### src/rtl/galaga_input_pkg.sv
// rtl/galaga_input_pkg.sv - shared types and 50 MHz timing defaults for the key conditioner
// Purpose: per-channel FSM state encoding, default cycle counts, counter sizing helper.
// Ports: none (package).
package galaga_input_pkg;

   typedef enum logic [2:0] {
      RELEASED,
      PRESS_WAIT,
      HELD,
      REPEATING,
      RELEASE_WAIT
   } key_state_t;

   // Defaults for a 50 MHz CLOCK_50
   localparam int DEF_DEBOUNCE_CYCLES = 250000;    // 5 ms
   localparam int DEF_REPEAT_DELAY    = 25000000;  // 0.5 s
   localparam int DEF_REPEAT_RATE     = 5000000;   // 0.1 s

   function automatic int max3(input int a, input int b, input int c);
      int m;
      m = a;
      if (b > m) m = b;
      if (c > m) m = c;
      return m;
   endfunction

endpackage

### src/rtl/key_debounce_channel.sv
// rtl/key_debounce_channel.sv - one push-button channel: synchroniser, debounce FSM, auto-repeat
// Purpose: turns one raw, bouncing pin into a clean level plus press/release/repeat strobes.
// Ports:
//   i_clk      system clock
//   i_rst      asynchronous active-high reset
//   i_key_raw  unsynchronised pin
//   o_level    debounced pressed level (1 = pressed)
//   o_press    1-cycle strobe on accepted press
//   o_release  1-cycle strobe on accepted release
//   o_repeat   1-cycle strobe per auto-repeat tick
module key_debounce_channel
   import galaga_input_pkg::*;
#(
   parameter int DEBOUNCE_CYCLES = DEF_DEBOUNCE_CYCLES,
   parameter int REPEAT_EN       = 1,
   parameter int REPEAT_DELAY    = DEF_REPEAT_DELAY,
   parameter int REPEAT_RATE     = DEF_REPEAT_RATE,
   parameter int ACTIVE_LOW      = 1
) (
   input  logic i_clk,
   input  logic i_rst,
   input  logic i_key_raw,
   output logic o_level,
   output logic o_press,
   output logic o_release,
   output logic o_repeat
);

   localparam int CW = $clog2(max3(DEBOUNCE_CYCLES, REPEAT_DELAY, REPEAT_RATE)) + 1;
   localparam logic [CW-1:0] DEB_LAST  = CW'(DEBOUNCE_CYCLES - 1);
   localparam logic [CW-1:0] DLY_LAST  = CW'(REPEAT_DELAY - 1);
   localparam logic [CW-1:0] RATE_LAST = CW'(REPEAT_RATE - 1);
   // Synchroniser resets to the idle pin value so leaving reset never looks like a press
   localparam logic REL_PIN = (ACTIVE_LOW != 0) ? 1'b1 : 1'b0;

   logic          r_s1, r_s2;
   key_state_t    r_state, w_state_nxt;
   logic [CW-1:0] r_cnt, w_cnt_nxt;
   logic          r_level, w_level_nxt;
   logic          r_press, w_press_nxt;
   logic          r_release, w_release_nxt;
   logic          r_repeat, w_repeat_nxt;
   logic          w_pressed;

   assign w_pressed = (ACTIVE_LOW != 0) ? ~r_s2 : r_s2;

   always_ff @(posedge i_clk or posedge i_rst) begin
      if (i_rst) begin
         r_s1      <= REL_PIN;
         r_s2      <= REL_PIN;
         r_state   <= RELEASED;
         r_cnt     <= '0;
         r_level   <= 1'b0;
         r_press   <= 1'b0;
         r_release <= 1'b0;
         r_repeat  <= 1'b0;
      end else begin
         r_s1      <= i_key_raw;
         r_s2      <= r_s1;
         r_state   <= w_state_nxt;
         r_cnt     <= w_cnt_nxt;
         r_level   <= w_level_nxt;
         r_press   <= w_press_nxt;
         r_release <= w_release_nxt;
         r_repeat  <= w_repeat_nxt;
      end
   end

   always_comb begin
      w_state_nxt   = r_state;
      w_cnt_nxt     = r_cnt;
      w_level_nxt   = r_level;
      w_press_nxt   = 1'b0;
      w_release_nxt = 1'b0;
      w_repeat_nxt  = 1'b0;
      case (r_state)
         RELEASED: begin
            if (w_pressed) begin
               w_state_nxt = PRESS_WAIT;
               w_cnt_nxt   = '0;
            end
         end
         PRESS_WAIT: begin
            if (!w_pressed) begin
               w_state_nxt = RELEASED;
               w_cnt_nxt   = '0;
            end else if (r_cnt == DEB_LAST) begin
               w_state_nxt = HELD;
               w_level_nxt = 1'b1;
               w_press_nxt = 1'b1;
               w_cnt_nxt   = '0;
            end else begin
               w_cnt_nxt = r_cnt + 1'b1;
            end
         end
         HELD: begin
            if (!w_pressed) begin
               w_state_nxt = RELEASE_WAIT;
               w_cnt_nxt   = '0;
            end else if (REPEAT_EN != 0) begin
               if (r_cnt == DLY_LAST) begin
                  w_state_nxt  = REPEATING;
                  w_repeat_nxt = 1'b1;
                  w_cnt_nxt    = '0;
               end else begin
                  w_cnt_nxt = r_cnt + 1'b1;
               end
            end else begin
               w_cnt_nxt = '0;
            end
         end
         REPEATING: begin
            if (!w_pressed) begin
               w_state_nxt = RELEASE_WAIT;
               w_cnt_nxt   = '0;
            end else if (r_cnt == RATE_LAST) begin
               w_repeat_nxt = 1'b1;
               w_cnt_nxt    = '0;
            end else begin
               w_cnt_nxt = r_cnt + 1'b1;
            end
         end
         RELEASE_WAIT: begin
            // A bounce back to pressed keeps the level and restarts the repeat delay
            if (w_pressed) begin
               w_state_nxt = HELD;
               w_cnt_nxt   = '0;
            end else if (r_cnt == DEB_LAST) begin
               w_state_nxt   = RELEASED;
               w_level_nxt   = 1'b0;
               w_release_nxt = 1'b1;
               w_cnt_nxt     = '0;
            end else begin
               w_cnt_nxt = r_cnt + 1'b1;
            end
         end
         default: begin
            w_state_nxt = RELEASED;
            w_cnt_nxt   = '0;
            w_level_nxt = 1'b0;
         end
      endcase
   end

   assign o_level   = r_level;
   assign o_press   = r_press;
   assign o_release = r_release;
   assign o_repeat  = r_repeat;

endmodule

### src/rtl/key_conditioner.sv
// rtl/key_conditioner.sv - N-channel push-button conditioner for the galaga game logic
// Purpose: one independent debounce/repeat channel per KEY pin, plus an any-press summary.
// Ports:
//   CLOCK_50     system clock
//   Reset        asynchronous active-high reset
//   key_raw      unsynchronised button pins
//   key_level    debounced pressed level (1 = pressed)
//   key_press    1-cycle strobe on accepted press
//   key_release  1-cycle strobe on accepted release
//   key_repeat   1-cycle strobe per auto-repeat tick
//   any_press    OR of key_press
module key_conditioner
   import galaga_input_pkg::*;
#(
   parameter int N_KEYS          = 4,
   parameter int DEBOUNCE_CYCLES = DEF_DEBOUNCE_CYCLES,
   parameter int REPEAT_EN       = 1,
   parameter int REPEAT_DELAY    = DEF_REPEAT_DELAY,
   parameter int REPEAT_RATE     = DEF_REPEAT_RATE,
   parameter int ACTIVE_LOW      = 1
) (
   input  logic              CLOCK_50,
   input  logic              Reset,
   input  logic [N_KEYS-1:0] key_raw,
   output logic [N_KEYS-1:0] key_level,
   output logic [N_KEYS-1:0] key_press,
   output logic [N_KEYS-1:0] key_release,
   output logic [N_KEYS-1:0] key_repeat,
   output logic              any_press
);

   for (genvar g = 0; g < N_KEYS; g++) begin : g_chan
      key_debounce_channel #(
         .DEBOUNCE_CYCLES (DEBOUNCE_CYCLES),
         .REPEAT_EN       (REPEAT_EN),
         .REPEAT_DELAY    (REPEAT_DELAY),
         .REPEAT_RATE     (REPEAT_RATE),
         .ACTIVE_LOW      (ACTIVE_LOW)
      ) u_chan (
         .i_clk     (CLOCK_50),
         .i_rst     (Reset),
         .i_key_raw (key_raw[g]),
         .o_level   (key_level[g]),
         .o_press   (key_press[g]),
         .o_release (key_release[g]),
         .o_repeat  (key_repeat[g])
      );
   end

   // key_press bits are already registered, so this stays aligned with them
   assign any_press = |key_press;

endmodule

### config.mk
export PLATFORM = sky130hd
export DESIGN_NAME = key_conditioner
export DESIGN_NICKNAME = d
export VERILOG_FILES = /design/src/rtl/galaga_input_pkg.sv /design/src/rtl/key_debounce_channel.sv /design/src/rtl/key_conditioner.sv
export SDC_FILE = /design/constraint.sdc
export NUM_CORES = 1
export LEC_CHECK = 0
export CAP_MARGIN = 0
export CELL_PAD_IN_SITES_DETAIL_PLACEMENT = 1
export CELL_PAD_IN_SITES_GLOBAL_PLACEMENT = 1
export CORE_UTILIZATION = 45
export CTS_CLUSTER_SIZE = 14
export DETAILED_ROUTE_END_ITERATION = 12
export GPL_ROUTABILITY_DRIVEN = 0
export PLACE_DENSITY = 0.71
export SLEW_MARGIN = 10
export SYNTH_ARGS = -nofsm -noshare
export SYNTH_HDL_FRONTEND = slang
export SYNTH_SLANG_ARGS = --single-unit
export TNS_END_PERCENT = 10
### constraint.sdc
create_clock -name CLOCK_50 -period 12.45 [get_ports CLOCK_50]
set_input_delay 1.8675 -clock CLOCK_50 [delete_from_list [all_inputs] [get_ports CLOCK_50]]
set_output_delay 1.8675 -clock CLOCK_50 [all_outputs]
set_load 0.005 [all_outputs]
==> results.md <==
* Vias per Instance at 5.90
* Finish-stage setup viols at 0
* XOR/XNOR share of the synthesized area at 0.0582
* Met3 WL post-DR at about 640 um
* Share of cell area taken by muxes after synthesis at 0.00782
* Simple-gate portion of the synthesized area at 0.308
* Number of distinct standard cells referenced by the synthesized netlist at 66
* Diode count at 0
* Via count of the routed design at 6300
* Max Fanout on Critical Path at 2
* Final Max Tran Viols at 0
* Post-route antenna net violation count at 0
* Dominant combinational cell family by area after synthesis: simple AND/OR/NAND/NOR gates
* Fill cell total of the finished layout at between 1.5k and 2k
* Result of the run: finished clean
* Kind of end point of the critical path: output pin
* Layout Skew at roughly 8.5 ps
* Sequential share of the synthesized area at 0.458
* Final layout net count at 845
* Period Utilization, post-route at 0.292
* First-pass DRT Iterations at 4
* Count of pins on the block boundary at 23
* Wire length of the first global-routing pass at ~33000 um
* Share of flip-flops with an asynchronous set or reset at 1.00
* Highest ir drop seen on vdd at 97.3 uV
* Leakage at approximately 3.5 nW
* Unrepaired setup endpoints after global routing: no
* Area Growth Syn to Fin at 10.9%
* Cell area after synthesis at 7680 um2
* Total Die Area at roughly 18000 um2
* Die height at between 100 and 150 um
* Max Root-Sink Buffers at 2
* Resize count post-CTS at 0
* Final Critical Period at 3640 ps
* Hpwl dp at around 13000 um
* Effective utilization at floorplan at 0.461
* Count of input and output buffers at 22
* CTS HTree Levels at 4
* Total global routing track utilization at 0.234
* Highest metal used: met4
* Width of the die at 133 um
* Final standard cell count with taps included and fillers excluded at 1068
* Post-DR wirelength/cell at 18.0 um
* Compound-gate portion of the synthesized area at 0.115
* Number of DRC violations after detailed routing at 0
* Number of violations of the max-capacitance limit at 0
* Instance count of the mapped netlist at 841
* Overflow left after global routing at 0
* Number of antenna violations at the first check in global routing at 0
* Classification of the worst setup path: flip-flop to output pin
* Post-Synth Adder-Cell Area at 0.00652
* Dominant synthesized flop cell: sky130_fd_sc_hd__dfrtp_1
* Worst-margin pin slew at about 1000 ps
* Core Footprint at 16600 um2
* CP required at 10580 ps
* Number of warnings printed during yosys synthesis at 0
* Fraction of layout cells with a size suffix above 1 at 0.0743
* Worst endpoint data arrival time at 1770 ps
* Placement row count at 47
* Detailed-routed wire length on met2 at approximately 9500 um
* Post-Syn Nets at 851
* CTS tree: built
* Post-placement cell count at 1036
* Critical-path cell list: or4_1 -> clkdlybuf4s50_1
* Worst skew pair latency at 430 ps
* Critical-path cell with the highest stage delay: sky130_fd_sc_hd__or4_1
* Overall power consumption at 0.00101 W
* Synthesized area per cell at 9.13 um2
* Flip-flop and latch count after synthesis at 140
* Maximum clock rate at 0.275 GHz
* Final total negative setup slack at 0 ps
* Maximum number of pins on one net before global-route repair at 80
* Total clock sinks at 140
* WL final at just under 20000 um
* Type of element launching the critical path: flip-flop
* Hold crit path type: flip-flop to flip-flop
* Number of flops mapped to enable cells by yosys at 0
* P per Cell Area at 119 nW/um2
* Slowest Stage Delay on Critical Path at approximately 500 ps
* Clock Tree Root: sky130_fd_sc_hd__clkbuf_16
* Number of global-route vias before repair at 6605
* Routed length on met1 at 8920 um
* Slew margin rel. at 0.334
* Final hold violations at 0
* Number of CTS-inserted buffers at 17
* Clock-pin transition on the worst setup and hold timing paths at 60 ps
* Number of setup buffers added after CTS at 0
* Post-CTS Hold Buffers at 0
* Drt initial violations at 275
stage by stage:
stage | worst slack (ps) | cell area, um2 | hold slack [ps] | util
2_1_floorplan | 6840 | 7680 | 345 | -
3_5_place_dp | 8580 | 7930 | 350 | 0.477
6_report | 8810 | 8520 | 354 | 0.512
5_1_grt | 8740 | 8520 | 364 | 0.512
4_1_cts | 8690 | 8510 | 355 | 0.511
3_3_place_gp | 8630 | 7930 | 347 | 0.477
cells by family (layout without fill, tap and decap cells):
| family | Yosys count | count (layout) |
|---|---|---|
| adders and majority gates | 4 | 4 |
| and+or+nand+nor | 433 | 433 |
| DFF | 140 | 140 |
| AOI/OAI and AO/OA | 136 | 136 |
| buffers and inverters | 71 | 78 |
| muxes | 6 | 6 |
| xor gates and xnor gates | 51 | 51 |
power breakdown:
part | total (W) | switching (W) | internal (W)
Sequential | 0.000471 | 0.00000896 | 0.000463
Clock | 0.000497 | 0.000193 | 0.000305
Combinational | 0.0000426 | 0.0000298 | 0.0000127
Total | 0.00101 | 0.000231 | 0.000780
worst paths after layout:
| kind | endpoint | startpoint | cells after the start | slack (ps) |
|---|---|---|---|---|
| hold reg to reg | g_chan[1].u_chan.r_s2 | g_chan[1].u_chan.r_s1 | 0 | 350 |
| setup / recovery | any_press | g_chan[1].u_chan.o_press | 2 | 8810 |
| setup reg to reg | g_chan[0].u_chan.r_cnt[8] | g_chan[0].u_chan.r_cnt[15] | 7 | 9140 |
| max in group asynchronous | g_chan[2].u_chan.o_release | Reset | 3 | 9150 |
| min in group asynchronous | g_chan[3].u_chan.r_cnt[3] | Reset | 2 | 1900 |
| hold / removal | g_chan[1].u_chan.r_s2 | g_chan[1].u_chan.r_s1 | 0 | 350 |
layout make-up:
| class | count | area [um2] | share of cell area |
|---|---|---|---|
| multi-input cells | 630 | 3810 | 0.448 |
| flip-flops and latches | 140 | 3510 | 0.413 |
| clock buffers | 25 | 515 | 0.0605 |
| well taps | 220 | 275 | 0.0323 |
| repair buffers | 28 | 265 | 0.0311 |
| inverters | 18 | 72.6 | 0.00852 |
| clock inverters | 7 | 60.1 | 0.00705 |
cells in the final DEF, fill, tap and decap left out, types with 16 or more instances in the layout:
cell and count:
sky130_fd_sc_hd__xor2_1 27, sky130_fd_sc_hd__and3_1 21, sky130_fd_sc_hd__nor3_1 37, sky130_fd_sc_hd__a21oi_1 16, sky130_fd_sc_hd__nand2_1 70, sky130_fd_sc_hd__nor4_1 23, sky130_fd_sc_hd__nand4_1 26, sky130_fd_sc_hd__inv_1 17
sky130_fd_sc_hd__clkbuf_16 17, sky130_fd_sc_hd__dfrtp_1 132, sky130_fd_sc_hd__a21o_1 22, sky130_fd_sc_hd__xnor2_1 24, sky130_fd_sc_hd__nand3_1 46, sky130_fd_sc_hd__clkdlybuf4s50_1 22, sky130_fd_sc_hd__nor2_1 100, sky130_fd_sc_hd__and4_1 16
sky130_fd_sc_hd__o21ai_0 54
cells in the mapped netlist, types with 3 or more instances:
| library cell | count | area, um2 |
|---|---|---|
| sky130_fd_sc_hd__dfstp_2 | 8 | 210 |
| sky130_fd_sc_hd__o22ai_1 | 7 | 43.8 |
| sky130_fd_sc_hd__or2_2 | 3 | 18.8 |
| sky130_fd_sc_hd__dfrtp_1 | 132 | 3300 |
| sky130_fd_sc_hd__nor3_1 | 37 | 185 |
| sky130_fd_sc_hd__and3_1 | 21 | 131 |
| sky130_fd_sc_hd__a21oi_1 | 16 | 80.1 |
| sky130_fd_sc_hd__a211o_1 | 3 | 26.3 |
| sky130_fd_sc_hd__nor2b_1 | 4 | 25.0 |
| sky130_fd_sc_hd__nand2_1 | 70 | 263 |
| sky130_fd_sc_hd__nor4b_1 | 10 | 87.6 |
| sky130_fd_sc_hd__a21o_1 | 22 | 165 |
| sky130_fd_sc_hd__buf_4 | 17 | 128 |
| sky130_fd_sc_hd__nor2_1 | 100 | 375 |
| sky130_fd_sc_hd__nand3_1 | 46 | 230 |
| sky130_fd_sc_hd__o32ai_1 | 3 | 26.3 |
| sky130_fd_sc_hd__a31oi_1 | 3 | 18.8 |
| sky130_fd_sc_hd__nor4bb_1 | 3 | 30.0 |
| sky130_fd_sc_hd__nand4_1 | 26 | 163 |
| sky130_fd_sc_hd__or4b_2 | 4 | 40.0 |
| sky130_fd_sc_hd__inv_1 | 18 | 67.6 |
| sky130_fd_sc_hd__nor3b_1 | 14 | 105 |
| sky130_fd_sc_hd__clkbuf_1 | 28 | 105 |
| sky130_fd_sc_hd__nand3b_1 | 11 | 82.6 |
| sky130_fd_sc_hd__nand2b_1 | 7 | 43.8 |
| sky130_fd_sc_hd__and4_1 | 16 | 140 |
| sky130_fd_sc_hd__xor2_1 | 27 | 236 |
| sky130_fd_sc_hd__o21ai_0 | 54 | 270 |
| sky130_fd_sc_hd__or4_1 | 8 | 60.1 |
| sky130_fd_sc_hd__ha_1 | 4 | 50.1 |
| sky130_fd_sc_hd__buf_2 | 5 | 25.0 |
| sky130_fd_sc_hd__nor4_1 | 25 | 156 |
| sky130_fd_sc_hd__xnor2_1 | 24 | 210 |
| sky130_fd_sc_hd__and2_1 | 9 | 56.3 |
| sky130_fd_sc_hd__or3_1 | 7 | 43.8 |
| sky130_fd_sc_hd__mux2i_1 | 6 | 60.1 |
critical path, delay by kind of cell, from the launching register on:
family                 cells  cell delay [ps]
flip-flops                 1              380
buffers and inverters      1              460
AND/OR/NAND/NOR            1              510
layer usage:
layer,vias up,GRT usage
met5,-,0
met4,0,0.0639
met3,21,0.0506
met2,94,0.391
met1,3158,0.306
li1,3027,-
sequential cells by signal, summed over array words and instances, names as in the netlist:
signal / flops
g_chan.u_chan.o_repeat: 4
g_chan.u_chan.r_s2: 4
g_chan.u_chan.o_release: 4
g_chan.u_chan.r_cnt: 104
g_chan.u_chan.o_level: 4
g_chan.u_chan.r_s1: 4
g_chan.u_chan.r_state: 12
g_chan.u_chan.o_press: 4
Power figures use the tool's default switching activity.
